$ cat config.mk
export PLATFORM = sky130hd
export DESIGN_NAME = eth_send_dds_flat
export DESIGN_NICKNAME = d
export VERILOG_FILES = /design/src/rtl/eth_dds_pkg.sv /design/src/rtl/eth_send_dds_if.sv /design/src/rtl/eth_send_dds.sv /design/src/flat_wrapper.sv
export SDC_FILE = /design/constraint.sdc
export NUM_CORES = 1
export LEC_CHECK = 0
export BUFFER_PORTS_ARGS = -buffer_cell sky130_fd_sc_hd__buf_2
export CAP_MARGIN = 5
export CORE_ASPECT_RATIO = 1.5
export CORE_MARGIN = 2
export CORE_UTILIZATION = 60
export DETAILED_ROUTE_END_ITERATION = 8
export GPL_TIMING_DRIVEN = 0
export HOLD_SLACK_MARGIN = 0.1
export PLACE_DENSITY_LB_ADDON = 0.05
export SYNTH_ARGS = -nofsm -noshare
export SYNTH_HDL_FRONTEND = slang
export SYNTH_SLANG_ARGS = --single-unit
$ cat constraint.sdc
create_clock -name eth_tx_clk -period 8 [get_ports eth_tx_clk]
set_input_delay 0.4 -clock eth_tx_clk [delete_from_list [all_inputs] [get_ports eth_tx_clk]]
set_output_delay 0.4 -clock eth_tx_clk [all_outputs]
set_load 0.01 [all_outputs]
$ cat src/rtl/eth_dds_pkg.sv
// Shared DDS packet definitions for the config receiver and the
// read-back transmitter.
package eth_dds_pkg;

  localparam int          DDS_WORD_NUM = 6;
  localparam logic [15:0] DDS_BYTE_NUM = 16'd24;
  localparam logic [15:0] DDS_MAGIC    = 16'hA55A;

  typedef enum logic [1:0] {
    ST_IDLE,
    ST_START,
    ST_SEND,
    ST_WAIT_DONE
  } dds_tx_state_e;

  typedef struct packed {
    logic [3:0]  wave;
    logic [8:0]  amp;
    logic [31:0] freq;
    logic [31:0] min;
    logic [11:0] phase;
  } dds_cfg_t;

endpackage

$ cat src/rtl/eth_send_dds_if.sv
// Bundle between the DDS control side, the read-back transmitter
// and the UDP TX user interface.
interface eth_send_dds_if;

  logic        send_req;
  logic [3:0]  wave_select;
  logic [8:0]  amp_ctl;
  logic [31:0] freq_ctl;
  logic [31:0] min_ctl;
  logic [11:0] phase_ctl;
  logic        tx_req;
  logic        tx_done;
  logic        tx_start_en;
  logic [15:0] tx_byte_num;
  logic [31:0] tx_data;
  logic        busy;
  logic        timeout_err;

  modport master (
    input  send_req, wave_select, amp_ctl,
    input  freq_ctl, min_ctl, phase_ctl,
    input  tx_req, tx_done,
    output tx_start_en, tx_byte_num, tx_data,
    output busy, timeout_err
  );

  modport slave (
    output send_req, wave_select, amp_ctl,
    output freq_ctl, min_ctl, phase_ctl,
    output tx_req, tx_done,
    input  tx_start_en, tx_byte_num, tx_data,
    input  busy, timeout_err
  );

endinterface

$ cat src/rtl/eth_send_dds.sv
// Snapshots the live DDS settings and streams them to the UDP TX
// core as a 6-word read-back packet with a sequence trailer.
import eth_dds_pkg::*;

module eth_send_dds #(
  parameter logic [15:0] TIMEOUT_CYC = 16'd50000
) (
  input logic            eth_tx_clk,
  input logic            rst_n,
  eth_send_dds_if.master bus
);

  localparam logic [2:0] LAST_IDX = 3'(DDS_WORD_NUM - 1);

  dds_tx_state_e state_q, state_d;
  dds_cfg_t      cfg_q, cfg_d;
  logic [15:0]   seq_q, seq_d;
  logic          pend_q, pend_d;
  logic [2:0]    idx_q, idx_d;
  logic [15:0]   wdog_q, wdog_d;
  logic          start_q, start_d;
  logic [15:0]   bytes_q, bytes_d;
  logic [31:0]   data_q, data_d;
  logic          busy_q, busy_d;
  logic          terr_q, terr_d;
  logic          wdog_hit;

  function automatic logic [31:0] word_sel(
    input dds_cfg_t    c,
    input logic [15:0] s,
    input logic [2:0]  i
  );
    logic [31:0] w;
    w = '0;
    case (i)
      3'd0:    w = {28'b0, c.wave};
      3'd1:    w = {23'b0, c.amp};
      3'd2:    w = c.freq;
      3'd3:    w = c.min;
      3'd4:    w = {20'b0, c.phase};
      3'd5:    w = {DDS_MAGIC, s};
      default: w = '0;
    endcase
    return w;
  endfunction

  assign wdog_hit =
    ({1'b0, wdog_q} + 17'd1) >= {1'b0, TIMEOUT_CYC};

  // Next-state, snapshot, sequencing and output register inputs
  always_comb begin
    state_d = state_q;
    cfg_d   = cfg_q;
    seq_d   = seq_q;
    idx_d   = idx_q;
    wdog_d  = wdog_q;
    bytes_d = bytes_q;
    data_d  = data_q;
    start_d = 1'b0;
    terr_d  = 1'b0;
    pend_d  = pend_q |
              (bus.send_req & (state_q != ST_IDLE));
    unique case (state_q)
      ST_IDLE: begin
        if (bus.send_req | pend_q) begin
          cfg_d.wave  = bus.wave_select;
          cfg_d.amp   = bus.amp_ctl;
          cfg_d.freq  = bus.freq_ctl;
          cfg_d.min   = bus.min_ctl;
          cfg_d.phase = bus.phase_ctl;
          pend_d      = 1'b0;
          state_d     = ST_START;
        end
      end
      ST_START: begin
        start_d = 1'b1;
        bytes_d = DDS_BYTE_NUM;
        idx_d   = '0;
        wdog_d  = '0;
        state_d = ST_SEND;
      end
      ST_SEND, ST_WAIT_DONE: begin
        if (bus.tx_done) begin
          seq_d   = seq_q + 16'd1;
          state_d = ST_IDLE;
        end else if (bus.tx_req) begin
          wdog_d = '0;
          if (state_q == ST_SEND) begin
            data_d = word_sel(cfg_q, seq_q, idx_q);
            idx_d  = idx_q + 3'd1;
            if (idx_q == LAST_IDX)
              state_d = ST_WAIT_DONE;
          end else begin
            data_d = '0;
          end
        end else if (wdog_hit) begin
          terr_d  = 1'b1;
          state_d = ST_IDLE;
        end else begin
          wdog_d = wdog_q + 16'd1;
        end
      end
      default: state_d = ST_IDLE;
    endcase
    busy_d = (state_d != ST_IDLE);
  end

  // State and registered outputs
  always_ff @(posedge eth_tx_clk or negedge rst_n) begin
    if (!rst_n) begin
      state_q <= ST_IDLE;
      cfg_q   <= '0;
      seq_q   <= '0;
      pend_q  <= 1'b0;
      idx_q   <= '0;
      wdog_q  <= '0;
      start_q <= 1'b0;
      bytes_q <= '0;
      data_q  <= '0;
      busy_q  <= 1'b0;
      terr_q  <= 1'b0;
    end else begin
      state_q <= state_d;
      cfg_q   <= cfg_d;
      seq_q   <= seq_d;
      pend_q  <= pend_d;
      idx_q   <= idx_d;
      wdog_q  <= wdog_d;
      start_q <= start_d;
      bytes_q <= bytes_d;
      data_q  <= data_d;
      busy_q  <= busy_d;
      terr_q  <= terr_d;
    end
  end

  assign bus.tx_start_en = start_q;
  assign bus.tx_byte_num = bytes_q;
  assign bus.tx_data     = data_q;
  assign bus.busy        = busy_q;
  assign bus.timeout_err = terr_q;

endmodule

$ cat src/flat_wrapper.sv
// flat-port wrapper written by rule: the top's interface ports become plain ports
module eth_send_dds_flat 
#(
  parameter logic [15:0] TIMEOUT_CYC = 16'd50000
)
  (eth_tx_clk, rst_n, bus_send_req, bus_wave_select, bus_amp_ctl, bus_freq_ctl, bus_min_ctl, bus_phase_ctl, bus_tx_req, bus_tx_done, bus_tx_start_en, bus_tx_byte_num, bus_tx_data, bus_busy, bus_timeout_err);
  eth_send_dds_if bus_i ();
  input logic eth_tx_clk;
  input logic rst_n;
  input wire logic [$bits(bus_i.send_req)-1:0] bus_send_req;
  input wire logic [$bits(bus_i.wave_select)-1:0] bus_wave_select;
  input wire logic [$bits(bus_i.amp_ctl)-1:0] bus_amp_ctl;
  input wire logic [$bits(bus_i.freq_ctl)-1:0] bus_freq_ctl;
  input wire logic [$bits(bus_i.min_ctl)-1:0] bus_min_ctl;
  input wire logic [$bits(bus_i.phase_ctl)-1:0] bus_phase_ctl;
  input wire logic [$bits(bus_i.tx_req)-1:0] bus_tx_req;
  input wire logic [$bits(bus_i.tx_done)-1:0] bus_tx_done;
  output wire logic [$bits(bus_i.tx_start_en)-1:0] bus_tx_start_en;
  output wire logic [$bits(bus_i.tx_byte_num)-1:0] bus_tx_byte_num;
  output wire logic [$bits(bus_i.tx_data)-1:0] bus_tx_data;
  output wire logic [$bits(bus_i.busy)-1:0] bus_busy;
  output wire logic [$bits(bus_i.timeout_err)-1:0] bus_timeout_err;
  assign bus_i.send_req = bus_send_req;
  assign bus_i.wave_select = bus_wave_select;
  assign bus_i.amp_ctl = bus_amp_ctl;
  assign bus_i.freq_ctl = bus_freq_ctl;
  assign bus_i.min_ctl = bus_min_ctl;
  assign bus_i.phase_ctl = bus_phase_ctl;
  assign bus_i.tx_req = bus_tx_req;
  assign bus_i.tx_done = bus_tx_done;
  assign bus_tx_start_en = bus_i.tx_start_en;
  assign bus_tx_byte_num = bus_i.tx_byte_num;
  assign bus_tx_data = bus_i.tx_data;
  assign bus_busy = bus_i.busy;
  assign bus_timeout_err = bus_i.timeout_err;
  eth_send_dds #(.TIMEOUT_CYC(TIMEOUT_CYC)) u_core (.eth_tx_clk(eth_tx_clk), .rst_n(rst_n), .bus(bus_i));
endmodule
# Word level (Yosys, flattened, before mapping)
# Index checks and enable logic that the tools add are counted.
# Widths: inputs -> output; s select.
# totals
register_bits	163
output_inout_bits	51
word_cells	71
# classes
addsub	4
magnitude_cmp	1
eq_ne	12
mux	24
bitwise	4
n_reduce_logical	11
# op_table
operator	n
$pmux 32 s6	1
$mux 16	3
$add 16x1->16 const B	2
$mux 32	1
$pmux 16 s2	1
$add 16x1->17 const B	1
$ge 17x16->1 const B	1
$mux 2	6
$mux 3	3
$mux 1	7
$eq 3x2->1 const B	2
$eq 3x3->1 const B	2
$pmux 2 s3	1
$pmux 3 s2	1
$reduce_and 3->1	2
$reduce_bool 2->1	3
$eq 2x2->1 const B	2
$ne 2x2->1 const B	2
$reduce_and 2->1	2
$reduce_and 4->1	1
$add 3x1->3 const B	1
$eq 3x1->1 const B	1
$logic_not 3->1	1
$ne 3x3->1 const B	1
other kinds (7)	8

# Depth between registers and ports, before layout
# logic_depth
ltp_word	7
depth_mapped	10

# Worst setup path before layout
# OpenSTA, ideal clock, no wires.
# synth_path
path_kind	register -> register
startpoint	register u_core.wdog_q[0]
endpoint	register u_core.wdog_q[15]
setup_time_ns	0.126
t_arrival_ns	2.401
required_ns	7.874
setup_slack_ns	5.473
stages_incl_launch_ff	10
cell_sequence	dfrtp_1 ha_1 nand3_1 nor4_2 xor2_1 o311ai_1 o32ai_4 a211o_1 buf_6 a221o_1
# synth_between
elab_chain_cells	5
elab_cells_between_ends	9
classes_between	add/sub: 2; order compare: 1; eq/ne: 1; mux: 4; reduce/logical: 1
# synth_rtl
item	line_no	rtl
start: declaration	eth_send_dds.sv:20	logic [15:0] wdog_q, wdog_d;
start signal: assignment	eth_send_dds.sv:128	wdog_q <= wdog_d;
branches (longest 5 deep; another with $add 16x1->17)	n/a	
# Parallel ways; which one is timed is not known. The select of a mux whose other input is x is not followed.
# A chain may end at the register's enable or synchronous reset.

# Worst setup path in the final report
# Ends and elaborated chain as after synthesis.

==> flow_metrics.env <==
export IMPL_die_area_mm2=0.01340
export IMPL_fin_util_pct=73.08
export IMPL_finalWeightedCongestion=0.8916
export IMPL_grt_max_degree=91
export IMPL_firstDrtPassIters=5
export IMPL_cp_max_fo=10
export IMPL_max_freq_mhz=327.7
export IMPL_dp_final_hpwl_um=12570
export IMPL_clockRootBuffer="clkbuf_16"
export IMPL_routed_top_layer="met4"
export IMPL_post_cts_setup_buffers=0
export IMPL_globalRouteOverflowTotal=0
export IMPL_worst_slack_ns=4.949
export IMPL_finalSetupTns_ns=0
export IMPL_synth_area_leaders="dfrtp_1 55%, mux2_2 15%, nand2_1 2.8%"
export IMPL_yosys_area_top_type="dfrtp_1"
export IMPL_drc_errors=0
export IMPL_avgSynthCellArea_um2=11.97
export IMPL_htreeDepth=4
export IMPL_clk_pin_slew_worst_paths_ns=0.07
export IMPL_synth_cells=625
export IMPL_antenna_found_initial=1
export IMPL_fin_nets=891
export IMPL_cts_made_buffers=17
export IMPL_crit_arrival_ns=3.36
export IMPL_ant_nets=0
export IMPL_slew_headroom_pct=43.98
export IMPL_syn2layout_area_growth_pct=20.35
export IMPL_cts_hold_buffers_added=1
export IMPL_grt_pass1_vias=5745
export IMPL_grt_setup_unrepaired="false"
export IMPL_worst_slew_pin_slew_ns=0.8315
export IMPL_clk_latency_ns=0.42
export IMPL_slowest_stage="dfrtp_1"
export IMPL_drive_gt1_share_pct=37.16
export IMPL_wl_per_cell_um=18.70
export IMPL_start_util_pct=60.72
export IMPL_pre_cts_ws_ns=4.963
export IMPL_first_iter_violations=320
export IMPL_finClkSkew_ns=0.007576
export IMPL_num_rows=50
export IMPL_outcome="finished clean"
export IMPL_fillers=885
export IMPL_hold_viol_final=0
export IMPL_cts_sinks=163
export IMPL_yosysSeqAreaShare_pct=54.51
export IMPL_core_area_mm2=0.01232
export IMPL_final_common_cell="dfrtp_1"
export IMPL_ys_types=61
export IMPL_maxCapViolCount=0
export IMPL_cts_resized=0
export IMPL_worstSetupStartpointType="flip-flop"
export IMPL_hold_path_class="input port to flip-flop"
export IMPL_die_y_um=140.8
export IMPL_vias=5567
export IMPL_io_buffers=130
export IMPL_yosysWarnings=0
export IMPL_grt_pass1_wl_um=28510
export IMPL_cp_num_buf_inv=1
export IMPL_period_share_pct=38.14
export IMPL_syn_area_mm2=0.007483
export IMPL_slowest_delay_ns=0.48
export IMPL_cp_cell_sequence="ha_1 > nand3_1 > nor4_2 > xor2_1 > o311ai_1 > o32ai_4 > buf_4 > nor3_1 > a221o_1"
export IMPL_clk_path_buf_depth=2
export IMPL_drt_total_wl_um=17940
export IMPL_critical_path_class="flip-flop to flip-flop"
export IMPL_synthFlopType="dfrtp_1"
export IMPL_ios=145
export IMPL_wl_met2_um=9718
export IMPL_power_density_mw_per_mm2=352.7
export IMPL_postSynth_asyncResetShare_pct=100.0
export IMPL_wl_met3_um=955
export IMPL_finalMaxSlewViolations=0
export IMPL_critical_path_required_ns=8.31
export IMPL_crit_path_end_kind="flip-flop"
export IMPL_die_w_um=95.19
export IMPL_via_per_inst=5.805
export IMPL_critical_path_top_delay_family="compound AO/OA/AOI/OAI gates"
export IMPL_wl_met1_um=6952
export IMPL_synth_edf_count=0
export IMPL_peakVddDrop_mv=0.2026
export IMPL_report_final_setup_viol=0
export IMPL_final_cell_mix="163 x dfrtp_1, 134 x buf_2, 102 x mux2_2"
export IMPL_grtUsageTotal_pct=27.86
export IMPL_cts_tree="built"
export IMPL_synth_top_area_share_pct=54.51
export IMPL_p_leak_nw=4.115
export IMPL_ys_ff_latch=163
export IMPL_min_period_ns=3.051
[final cells by class]
class                           instances  area, um2  share of cell area [%]
Antenna cell                            1      2.502                 0.02779
Inverter                                7      26.28                  0.2917
Timing Repair Buffer                  132      694.4                   7.710
Tap cell                              156      195.2                   2.167
Clock buffer                           18      439.2                   4.876
Clock inverter                         14      142.6                   1.584
Buffer                                 56      301.5                   3.348
Multi-Input combinational cell        412       3126                   34.70
Sequential cell                       163       4079                   45.29
[synth_stat cells, drive strengths merged (7+ instances only)]
master  number
a222oi      11
ha           8
o21ai       36
nor2        21
a221oi       8
clkbuf      31
a21boi       7
xor2         8
a22oi       18
dfrtp      163
nand2       55
nor3        11
nand3       18
buf         25
o22a         9
mux2       102
a21oi        8
inv          7
nand2b       8
xnor2        9
[registers in the layout, summed over array words and instances (netlist names), 2 cells and up]
signal,flops
u_core.bus.tx_data,32
u_core.idx_q,3
u_core.cfg_q,89
u_core.state_q,2
u_core.seq_q,16
u_core.wdog_q,16
[worst register-to-register path, stage by stage, from the launching register on]
cell and delay, ns:
dfrtp_1 0.48, ha_1 0.35, nand3_1 0.29, nor4_2 0.45
xor2_1 0.22, o311ai_1 0.18, o32ai_4 0.38, buf_4 0.26
nor3_1 0.07, a221o_1 0.26
[power breakdown]
group          switching [W]  total, W  internal [W]
Combinational       0.000496   0.00102      0.000529
Sequential          0.000204   0.00136       0.00115
Clock               0.000350  0.000796      0.000446
[path summary, 6_finish.rpt]
path                                                   start                            endpoint  slack (ns)  cells after the start
hold / removal                             bus_phase_ctl[10]        u_core.cfg_q[10]$_DFFE_PN0P_        0.20                      2
setup reg to reg                u_core.wdog_q[0]$_DFFE_PN0P_       u_core.wdog_q[15]$_DFFE_PN0P_        4.95                      9
max in group asynchronous                              rst_n         u_core.cfg_q[6]$_DFFE_PN0P_        6.57                      3
min in group asynchronous                              rst_n  u_core.bus.tx_data[28]$_DFFE_PN0P_        0.57                      2
hold reg to reg            u_core.bus.tx_data[8]$_DFFE_PN0P_   u_core.bus.tx_data[8]$_DFFE_PN0P_        0.48                      2
setup / recovery                u_core.wdog_q[0]$_DFFE_PN0P_       u_core.wdog_q[15]$_DFFE_PN0P_        4.95                      9
[kinds of logic (layout without fill, tap and decap cells)]
kind of cell,after synthesis,count (layout),share of synthesized area (%)
compound gates,122,122,12.04
xor+xnor,17,17,1.990
fa+ha+maj,8,8,1.338
buf+inv,63,227,4.380
flops,163,163,54.51
mux,105,105,15.75
other cells,1,15,0.05011
simple gates,146,146,9.949
[per-stage QoR]
stage / cell area [um2] / hold slack (ns) / power (W) / std cells
after floorplan: 7532 / 0.1044 / 0.002039 / 638
after global placement: 8378 / 0.4561 / 0.002318 / 924
after detailed placement: 8412 / 0.4657 / 0.002386 / 925
after CTS: 9004 / 0.1898 / 0.003196 / 958
after global routing: 9006 / 0.1870 / 0.003350 / 959
final: 9006 / 0.2004 / 0.003177 / 959
[metal layers]
layer | GRT usage [%] | vias up
met5 | 0 | -
met4 | 8.619 | 0
met3 | 5.024 | 24
met2 | 48.48 | 182
met1 | 34.96 | 2786
li1 | - | 2575
Power figures use the tool's default switching activity.
